<file path="src/rtl/uart_rx_monitor.sv">
// 8N1 UART receiver for the processor console line.
// Mid-bit sampling, bytes buffered in a first-word-fall-through FIFO.
module uart_rx_monitor #(
  parameter int unsigned CLKS_PER_BIT = 868,
  parameter int unsigned FIFO_AW      = 4
) (
  input  logic               CLK,
  input  logic               RESET,
  input  logic               UART_RXD,
  output logic [7:0]         RX_DATA,
  output logic               RX_VALID,
  input  logic               RX_READY,
  output logic               FRAME_ERR,
  output logic               OVERRUN,
  output logic [FIFO_AW:0]   FIFO_COUNT
);

  localparam int unsigned TW    = $clog2(CLKS_PER_BIT);
  localparam int unsigned DEPTH = 1 << FIFO_AW;

  localparam logic [TW-1:0] HALF = TW'(CLKS_PER_BIT / 2 - 1);
  localparam logic [TW-1:0] FULL = TW'(CLKS_PER_BIT - 1);
  localparam logic [FIFO_AW:0] CNT_FULL = (FIFO_AW+1)'(DEPTH);

  typedef enum logic [2:0] {
    IDLE,
    START,
    DATA,
    STOP,
    WAIT_IDLE
  } state_t;

  state_t state, state_n;

  logic          rxs_meta;
  logic          rxs;
  logic [TW-1:0] tmr, tmr_n;
  logic [2:0]    bitcnt, bitcnt_n;
  logic [7:0]    shreg, shreg_n;
  logic          push;
  logic          ferr;

  logic [7:0]       mem [DEPTH];
  logic [FIFO_AW:0] wr_ptr;
  logic [FIFO_AW:0] rd_ptr;
  logic             empty;
  logic             full;
  logic             do_pop;
  logic             do_push;
  logic             drop;

  always_ff @(posedge CLK) begin
    if (!RESET) begin
      rxs_meta <= 1'b1;
      rxs      <= 1'b1;
    end else begin
      rxs_meta <= UART_RXD;
      rxs      <= rxs_meta;
    end
  end

  always_ff @(posedge CLK) begin
    if (!RESET) begin
      state  <= IDLE;
      tmr    <= '0;
      bitcnt <= '0;
      shreg  <= '0;
    end else begin
      state  <= state_n;
      tmr    <= tmr_n;
      bitcnt <= bitcnt_n;
      shreg  <= shreg_n;
    end
  end

  always_comb begin
    state_n  = state;
    tmr_n    = tmr;
    bitcnt_n = bitcnt;
    shreg_n  = shreg;
    push     = 1'b0;
    ferr     = 1'b0;
    case (state)
      IDLE: begin
        if (!rxs) begin
          tmr_n   = HALF;
          state_n = START;
        end
      end
      START: begin
        if (tmr != '0) begin
          tmr_n = tmr - TW'(1);
        end else if (rxs) begin
          state_n = IDLE;
        end else begin
          tmr_n    = FULL;
          bitcnt_n = '0;
          state_n  = DATA;
        end
      end
      DATA: begin
        if (tmr != '0) begin
          tmr_n = tmr - TW'(1);
        end else begin
          shreg_n  = {rxs, shreg[7:1]};
          tmr_n    = FULL;
          bitcnt_n = bitcnt + 3'd1;
          if (bitcnt == 3'd7)
            state_n = STOP;
        end
      end
      STOP: begin
        if (tmr != '0) begin
          tmr_n = tmr - TW'(1);
        end else if (rxs) begin
          push    = 1'b1;
          state_n = IDLE;
        end else begin
          ferr    = 1'b1;
          state_n = WAIT_IDLE;
        end
      end
      WAIT_IDLE: begin
        if (rxs)
          state_n = IDLE;
      end
      default: state_n = IDLE;
    endcase
  end

  assign FIFO_COUNT = wr_ptr - rd_ptr;
  assign empty      = (wr_ptr == rd_ptr);
  assign full       = (FIFO_COUNT == CNT_FULL);
  assign do_pop     = RX_READY && !empty;
  // a pop in the same cycle frees the slot, so a full FIFO still accepts
  assign do_push    = push && (!full || do_pop);
  assign drop       = push && full && !do_pop;

  always_ff @(posedge CLK) begin
    if (do_push)
      mem[wr_ptr[FIFO_AW-1:0]] <= shreg;
  end

  always_ff @(posedge CLK) begin
    if (!RESET) begin
      wr_ptr    <= '0;
      rd_ptr    <= '0;
      FRAME_ERR <= 1'b0;
      OVERRUN   <= 1'b0;
    end else begin
      if (do_push)
        wr_ptr <= wr_ptr + 1'b1;
      if (do_pop)
        rd_ptr <= rd_ptr + 1'b1;
      FRAME_ERR <= ferr;
      OVERRUN   <= drop;
    end
  end

  assign RX_VALID = !empty;
  assign RX_DATA  = empty ? 8'h00 : mem[rd_ptr[FIFO_AW-1:0]];

endmodule

</file>
<file path="config.mk">
export PLATFORM = sky130hd
export DESIGN_NAME = uart_rx_monitor
export DESIGN_NICKNAME = d
export VERILOG_FILES = /design/src/rtl/uart_rx_monitor.sv
export SDC_FILE = /design/constraint.sdc
export NUM_CORES = 1
export LEC_CHECK = 0
export BUFFER_PORTS_ARGS = -buffer_cell sky130_fd_sc_hd__buf_2
export CAP_MARGIN = 40
export CELL_PAD_IN_SITES_DETAIL_PLACEMENT = 1
export CELL_PAD_IN_SITES_GLOBAL_PLACEMENT = 1
export CORE_ASPECT_RATIO = 1.25
export CORE_MARGIN = 4
export CORE_UTILIZATION = 53
export DETAILED_ROUTE_END_ITERATION = 8
export PLACE_DENSITY_LB_ADDON = 0.1
export SYNTH_ARGS = -nofsm -noshare
export SYNTH_HDL_FRONTEND = slang
export SYNTH_SLANG_ARGS = --single-unit
</file>
<file path="constraint.sdc">
create_clock -name CLK -period 3.2 [get_ports CLK]
set_clock_uncertainty 0.05 [all_clocks]
set_input_delay 0.16 -clock CLK [delete_from_list [all_inputs] [get_ports CLK]]
set_output_delay 0.16 -clock CLK [all_outputs]
set_load 0.1 [all_outputs]
</file>
==> results of run 1 <==
==> registers in the layout (all words and copies together), names as in the netlist, named ones only <==
name       cells
FRAME_ERR      1
rxs_meta       1
rxs            1
shreg          8
wr_ptr         5
tmr           10
state          3
bitcnt         3
rd_ptr         5
OVERRUN        1
mem          128
==> final timing paths <==
| kind | startpoint | end | slack [ns] | cells past startpoint |
|---|---|---|---|---|
| setup / recovery | wr_ptr[0] | mem[9][4] | 0.16 | 10 |
| hold / removal | RX_READY | rd_ptr[0] | 0.15 | 4 |
| setup reg to reg | wr_ptr[0] | mem[9][4] | 0.16 | 10 |
| hold reg to reg | rxs_meta | rxs | 0.39 | 1 |
==> per-stage QoR <==
stage	util	setup WS (ns)	hold slack, ns	power (W)
6_report	0.627	0.163	0.147	0.00461
5_1_grt	0.627	-0.0446	0.201	0.00477
4_1_cts	0.624	0.0157	0.135	0.00463
3_5_place_dp	0.576	0.0277	0.298	0.00262
3_3_place_gp	0.573	0.162	0.291	0.00261
2_1_floorplan	-	0.0319	0.183	0.00256
==> logic make-up after synthesis <==
| kind of cell | after synthesis | synth area share |
|---|---|---|
| AOI/OAI and AO/OA | 60 | 0.0496 |
| and+or+nand+nor | 137 | 0.104 |
| muxes | 42 | 0.130 |
| xor gates and xnor gates | 8 | 0.00991 |
| DFF | 170 | 0.663 |
| adders and majority gates | 13 | 0.0241 |
| buffers and inverters | 34 | 0.0196 |
==> layout by cell type (no fill, tap or decap), types with 3 or more instances in the layout <==
cell	netlist	routed
a211o_1	3	3
a21oi_1	29	29
and3_2	0	14
buf_2	3	19
buf_4	0	9
clkbuf_16	0	17
clkinv_4	0	4
dfxtp_1	42	41
dlygate4sd3_1	0	3
edfxtp_1	128	128
ha_1	12	12
inv_1	14	14
inv_6	0	3
mux4_2	40	40
nand2_1	26	26
nand2b_1	6	6
nand3_1	7	7
nand4_1	3	3
nor2_1	30	30
nor2b_1	14	14
nor3_1	15	15
o21ai_0	13	13
o31ai_1	3	3
or3_1	4	4
or4_1	3	3
or4_2	3	3
xnor2_1	4	3
xor2_1	4	3
==> worst reg2reg max path, cell delays in order (launching register included) <==
cell and delay (ns):
dfxtp_1 0.41, inv_1 0.12, ha_1 0.24, fa_1 0.41
nand2b_1 0.17, a21oi_1 0.22, xor2_2 0.27, a211oi_4 0.07
nor2_1 0.12, buf_4 0.22, and3_1 0.41
==> what timing repair did <==
action	CTS	global route
hold buffers	3	0
hold endpoints to repair	3	0
buffers inserted	0	1
endpoints found under the setup margin	0	120
gates resized for setup	0	6
==> area by class of cell <==
| type | instances | area, µm² |
|---|---|---|
| Clock inverter | 15 | 166 |
| Tap cell | 168 | 210 |
| Timing Repair Buffer | 33 | 240 |
| Sequential cell | 170 | 4690 |
| Inverter | 14 | 52.6 |
| Clock buffer | 17 | 425 |
| Fill cell | 1203 | 4810 |
| Multi-Input combinational cell | 260 | 2300 |
==> layer usage <==
layer  part of all wire  vias up
met5                  0        -
met4              0.023        0
met3              0.039       22
met2               0.56      108
met1               0.38     2130
li1                   -     1855
==> power groups by stage <==
| stage | clock (W) | combinational [W] | sequential [W] |
|---|---|---|---|
| after global routing | 0.00217 | 0.000222 | 0.00238 |
| after floorplan | 0 | 0.000138 | 0.00242 |
| after global placement | 0 | 0.000185 | 0.00242 |
| after detailed placement | 0 | 0.000194 | 0.00242 |
| after CTS | 0.00206 | 0.000198 | 0.00238 |
| final | 0.00203 | 0.000195 | 0.00238 |
==> reports/qor.csv, run 1 <==
stage,metric,value,unit
yosys,synthFlopType,edfxtp_1,
routing,num_vias,4115,
die,core_area,12900,µm²
clock_tree,cts_tree,built,
worst_setup_path,startpoint_type,flip-flop,
yosys,async_flop_share,0,
worst_setup_path,cp_slowest_cell,dfxtp_1,
timing,period_minus_slack,3.04,ns
power_and_ir_drop,seqPwrFrac,0.516,
power_and_ir_drop,combPwrFrac,0.042,
worst_setup_path,crit_type,flip-flop to flip-flop,
worst_setup_path,cp_top_family,simple AND/OR/NAND/NOR gates,
yosys,synth_most_common_cell,edfxtp_1,
die,die_w,111,µm
place,place_hpwl,11.8,mm
timing,max_freq,329,MHz
clock_tree,htree_levels,4,
worst_hold_path,min_path_type,input pin to flip-flop,
worst_setup_path,crit_path_end_kind,flip-flop,
global_routing,groute.layer.met2.usage,0.440,
yosys,synth_area_leaders,"edfxtp_1 (54%), mux4_2 (13%), dfxtp_1 (12%), ha_1 (2.1%), a21oi_1 (2.1%)",
finish,finalNonFillerCells,677,
worst_setup_path,critPathMaxStageDelay,0.41,ns
power_and_ir_drop,switchingPower,0.00101,W
routing,antenna_left,0,
routing,wl_per_cell,25.3,µm
finish,area_growth,14.3,%
power_and_ir_drop,ir_drop,0.000374,V
clock_tree,cts_buffers,17,
die,num_rows,46,
routing,avgViaCountPerCell,6.08,
routing,drt_iter0_markers,297,
routing,drc_errors,0,
global_routing,grt-busiest-layer,met2,
global_routing,grt_remaining_overflow,0,
timing,finalHoldViolations,0,
finish,nets,513,
timing,fin_setup_tns,0,ns
worst_setup_path,critPathBufInv,2,
run_status,status,completed,
flow_run,maxCapViolations,0,
yosys,ys_seq_area_frac,0.663,
worst_setup_path,cp_max_fo,15,
global_routing,grt_pass1_wl,26.6,mm
power_and_ir_drop,intPower,0.00360,W
clock_tree,path_clk_slew,0.07,ns
global_routing,antenna_found_initial,0,
timing,finalSetupViolations,0,
place,placed_cell_area,7430,µm²
place,gp_congestion,0.814,
global_routing,grt_max_degree,33,
die,io_pins,20,
yosys,yosys.area.top_type,edfxtp_1,
yosys,netlist_area,7070,µm²
timing,slew_viol_final,0,
finish,fin_area,8080,µm²
place,numPortBuffers,19,
yosys,ys_top_cells_by_count,"edfxtp_1 (128), dfxtp_1 (42), mux4_2 (40)",
clock_tree,clock-sinks,170,
timing,slew_headroom,0.400,
yosys,syn-instance-count,464,
die,fp.dieH,137,µm
yosys,synthDistinctLibCells,47,
yosys,synth_edf_count,128,
yosys,synth-seq-cells,170,
worst_setup_path,critical_path_required,3.23,ns
power_and_ir_drop,pwr-share-clk,0.442,
clock_tree,clock_latency,0.42,ns
finish,diodes,0,
yosys,ys_warn_count,0,
die,die-area,15300,µm²
power_and_ir_drop,p_leak,2.75,nW
die,start_util,0.548,
power_and_ir_drop,cellPowerDensity,570,nW/µm²
yosys,yosysTopAreaCellShare,0.544,
global_routing,grtUsageTotal,0.240,
global_routing,grt_pass1_vias,4385,
clock_tree,clock_path_buffers,2,
global_routing,grt_use_met1,0.283,
routing,dr.pass1.iters,4,
timing,tightest_slew,0.899,ns
power_and_ir_drop,power_switching_share,0.220,
yosys,syn_nets,481,
global_routing,grt_use_met3,0.0464,
timing,period_share,0.949,
worst_setup_path,crit_chain,inv_1 -> ha_1 -> fa_1 -> nand2b_1 -> a21oi_1 -> xor2_2 -> a211oi_4 -> nor2_1 -> buf_4 -> and3_1,
finish,layout-drive-gt1-share,0.250,
worst_setup_path,crit_arrival,3.07,ns
yosys,synth.avg_cell_area,15.2,µm²
routing,postRouteWirelength,17.2,mm
place,place_inst,641,
clock_tree,cts-root-buf,clkbuf_16,
Note: power is estimated with default switching activity, not from simulation.
==> run 2: changes to the inputs <==
--- a/config.mk
+++ b/config.mk
@@ -13,6 +13,8 @@
 export CORE_MARGIN = 4
 export CORE_UTILIZATION = 53
 export DETAILED_ROUTE_END_ITERATION = 8
+export GPL_ROUTABILITY_DRIVEN = 0
+export GPL_TIMING_DRIVEN = 0
 export PLACE_DENSITY_LB_ADDON = 0.1
 export SYNTH_ARGS = -nofsm -noshare
 export SYNTH_HDL_FRONTEND = slang
==> run 2 against run 1 <==
Utilization grew 0.82 points. Die area did not move. Count of clock-buffer cells in the layout up 7. Cell count rose by 1.8%. Via count decreased by 0.17%. Hold slack worse by 0.014 ns. Wire length fell by 3.8%. Power grew 1.6%. Fmax down 1.2%. Clock power is 4% higher. Global-route usage fell by 0.54 points. Setup slack worse by 0.035 ns. Critical path type is now flip-flop to output pin. Critical endpoint is now RX_DATA[0]. Largest cell class unchanged. Largest power group unchanged.
==> reports/qor.csv, run 2 (synthesis results as in run 1) <==
stage,metric,value,unit,change
worst_setup_path,crit_chain,clkbuf_1 -> mux4_2 -> mux4_2 -> nor2b_1 -> buf_2,,was inv_1 -> ha_1 -> fa_1 -> nand2b_1 -> a21oi_1 -> xor2_2 -> a211oi_4 -> nor2_1 -> buf_4 -> and3_1
worst_setup_path,critPathBufInv,2,,unchanged
die,die_w,111,µm,unchanged
timing,slew_headroom,0.390,,was 0.400
clock_tree,cts-root-buf,clkbuf_16,,unchanged
clock_tree,clock-sinks,170,,unchanged
routing,wl_per_cell,24.0,µm,was 25.3 µm
flow_run,maxCapViolations,0,,unchanged
finish,largest_reg_flops,128,,unchanged
die,io_pins,20,,unchanged
worst_setup_path,cp_top_family,buffers and inverters,,was simple AND/OR/NAND/NOR gates
global_routing,antenna_found_initial,0,,unchanged
timing,finalSetupViolations,0,,unchanged
worst_setup_path,startpoint_type,flip-flop,,unchanged
timing,fin_setup_tns,0,ns,unchanged
finish,layout_commonest_cell,edfxtp_1,,unchanged
finish,diodes,0,,unchanged
global_routing,grt_remaining_overflow,0,,unchanged
die,fp.dieH,137,µm,unchanged
global_routing,grt_pass1_wl,26.5,mm,was 26.6 mm
finish,area_growth,15.8,%,was 14.3%
global_routing,grt_pass1_vias,4455,,was 4385
global_routing,grt_max_degree,19,,was 33
die,num_rows,46,,unchanged
power_and_ir_drop,p_leak,2.76,nW,was 2.75 nW
routing,num_vias,4108,,was 4115
clock_tree,clock_path_buffers,2,,unchanged
clock_tree,path_clk_slew,0.06,ns,was 0.07 ns
timing,slew_viol_final,0,,unchanged
clock_tree,cts_buffers,17,,unchanged
timing,hold_ws,0.133,ns,was 0.147 ns
worst_setup_path,critical_path.most_common_cell,mux4_2,,
worst_setup_path,crit_arrival,2.86,ns,was 3.07 ns
global_routing,grtUsageTotal,0.235,,was 0.240
timing,tightest_slew,0.912,ns,was 0.899 ns
run_status,status,completed,,unchanged
worst_hold_path,min_path_type,input pin to flip-flop,,unchanged
worst_setup_path,critPathMaxStageDelay,0.57,ns,was 0.41 ns
routing,postRouteWirelength,16.5,mm,was 17.2 mm
routing,antenna_left,0,,unchanged
routing,avgViaCountPerCell,5.96,,was 6.08
worst_setup_path,crit_path_end_kind,output pin,,was flip-flop
worst_setup_path,cp_slowest_cell,clkbuf_1,,was dfxtp_1
clock_tree,htree_levels,4,,unchanged
timing,period_minus_slack,3.07,ns,was 3.04 ns
clock_tree,clock_latency,0.42,ns,about the same
timing,max_freq,325,MHz,was 329 MHz
place,place_hpwl,11.2,mm,was 11.8 mm
timing,period_share,0.960,,was 0.949
power_and_ir_drop,cellPowerDensity,572,nW/µm²,was 570 nW/µm²
place,numPortBuffers,19,,unchanged
die,die-area,15300,µm²,unchanged
worst_setup_path,reg2reg_setup_slack,0.15,ns,was 0.16 ns
worst_setup_path,critical_path_required,2.99,ns,was 3.23 ns
die,core_area,12900,µm²,unchanged
clock_tree,cts_tree,built,,unchanged
routing,dr.pass1.iters,5,,was 4
die,start_util,0.548,,unchanged
finish,final_cell_mix,"edfxtp_1 (128), dfxtp_1 (42), mux4_2 (40), nor2_1 (29), a21oi_1 (29)",,"was edfxtp_1 (128), dfxtp_1 (41), mux4_2 (40), nor2_1 (30), a21oi_1 (29)"
timing,finalHoldViolations,0,,unchanged
finish,nets,525,,was 513
worst_setup_path,crit_type,flip-flop to output pin,,was flip-flop to flip-flop
routing,drt_iter0_markers,240,,was 297
worst_setup_path,cp_max_fo,10,,was 15
power_and_ir_drop,ir_drop,0.000346,V,was 0.000374 V
finish,layout-drive-gt1-share,0.238,,was 0.250
routing,drc_errors,0,,unchanged
## run 2: routing by layer
layer	wire, µm	share of wire	global-route usage
met1	6430	0.39	0.278
met5	0	0	0
met3	519	0.031	0.0460
met4	179	0.011	0.0453
met2	9380	0.57	0.448
## run 2: final timing paths
| check | from | endpoint | depth (start not counted) |
|---|---|---|---|
| setup / recovery | flip-flop | RX_DATA[0] | 5 |
| hold reg to reg | rxs_meta | rxs | 1 |
| setup reg to reg | wr_ptr[0] | mem[10][1] | 9 |
| hold / removal | RX_READY | rd_ptr[0] | 4 |
## run 2: worst min-delay path, cell delays in order
cell and delay (ns):
buf_2 0.10, o21ai_0 0.11, xor2_1 0.11, nor2_1 0.08
## run 2: cell type report
type | count | area, µm²
fill | 1217 | 4710
sequential | 170 | 4680
multi-input combinational | 260 | 2350
clock buffer | 24 | 515
tap | 168 | 210
timing repair buffer | 26 | 168
clock inverter | 8 | 103
buffer | 19 | 98.8
inverter | 14 | 52.6
## run 2: report_power, final
part / internal, W / switching (W)
Combinational: 0.0000676 / 0.000125
Clock: 0.00129 / 0.000819
Sequential: 0.00235 / 0.0000218
Total: 0.00372 / 0.000965
## run 2: per-stage QoR
step	utilization	setup slack [ns]	instances	instance area (µm²)	power, W
floorplan	-	0.0319	464	7100	0.00256
global route	0.635	-0.0194	689	8180	0.00484
global placement	0.574	-0.471	651	7410	0.00260
CTS	0.631	0.0212	687	8140	0.00470
finish	0.635	0.127	689	8180	0.00468
detailed placement	0.575	-0.230	651	7410	0.00261
## run 2: timing repair
| action | 4_1_cts | 5_1_grt |
|---|---|---|
| buffers inserted | 2 | 2 |
| hold endpoints to repair | 3 | 0 |
| pin swaps | 1 | 1 |
| setup endpoints to repair | 136 | 131 |
| hold buffers | 3 | 0 |
| resized for setup | 17 | 10 |
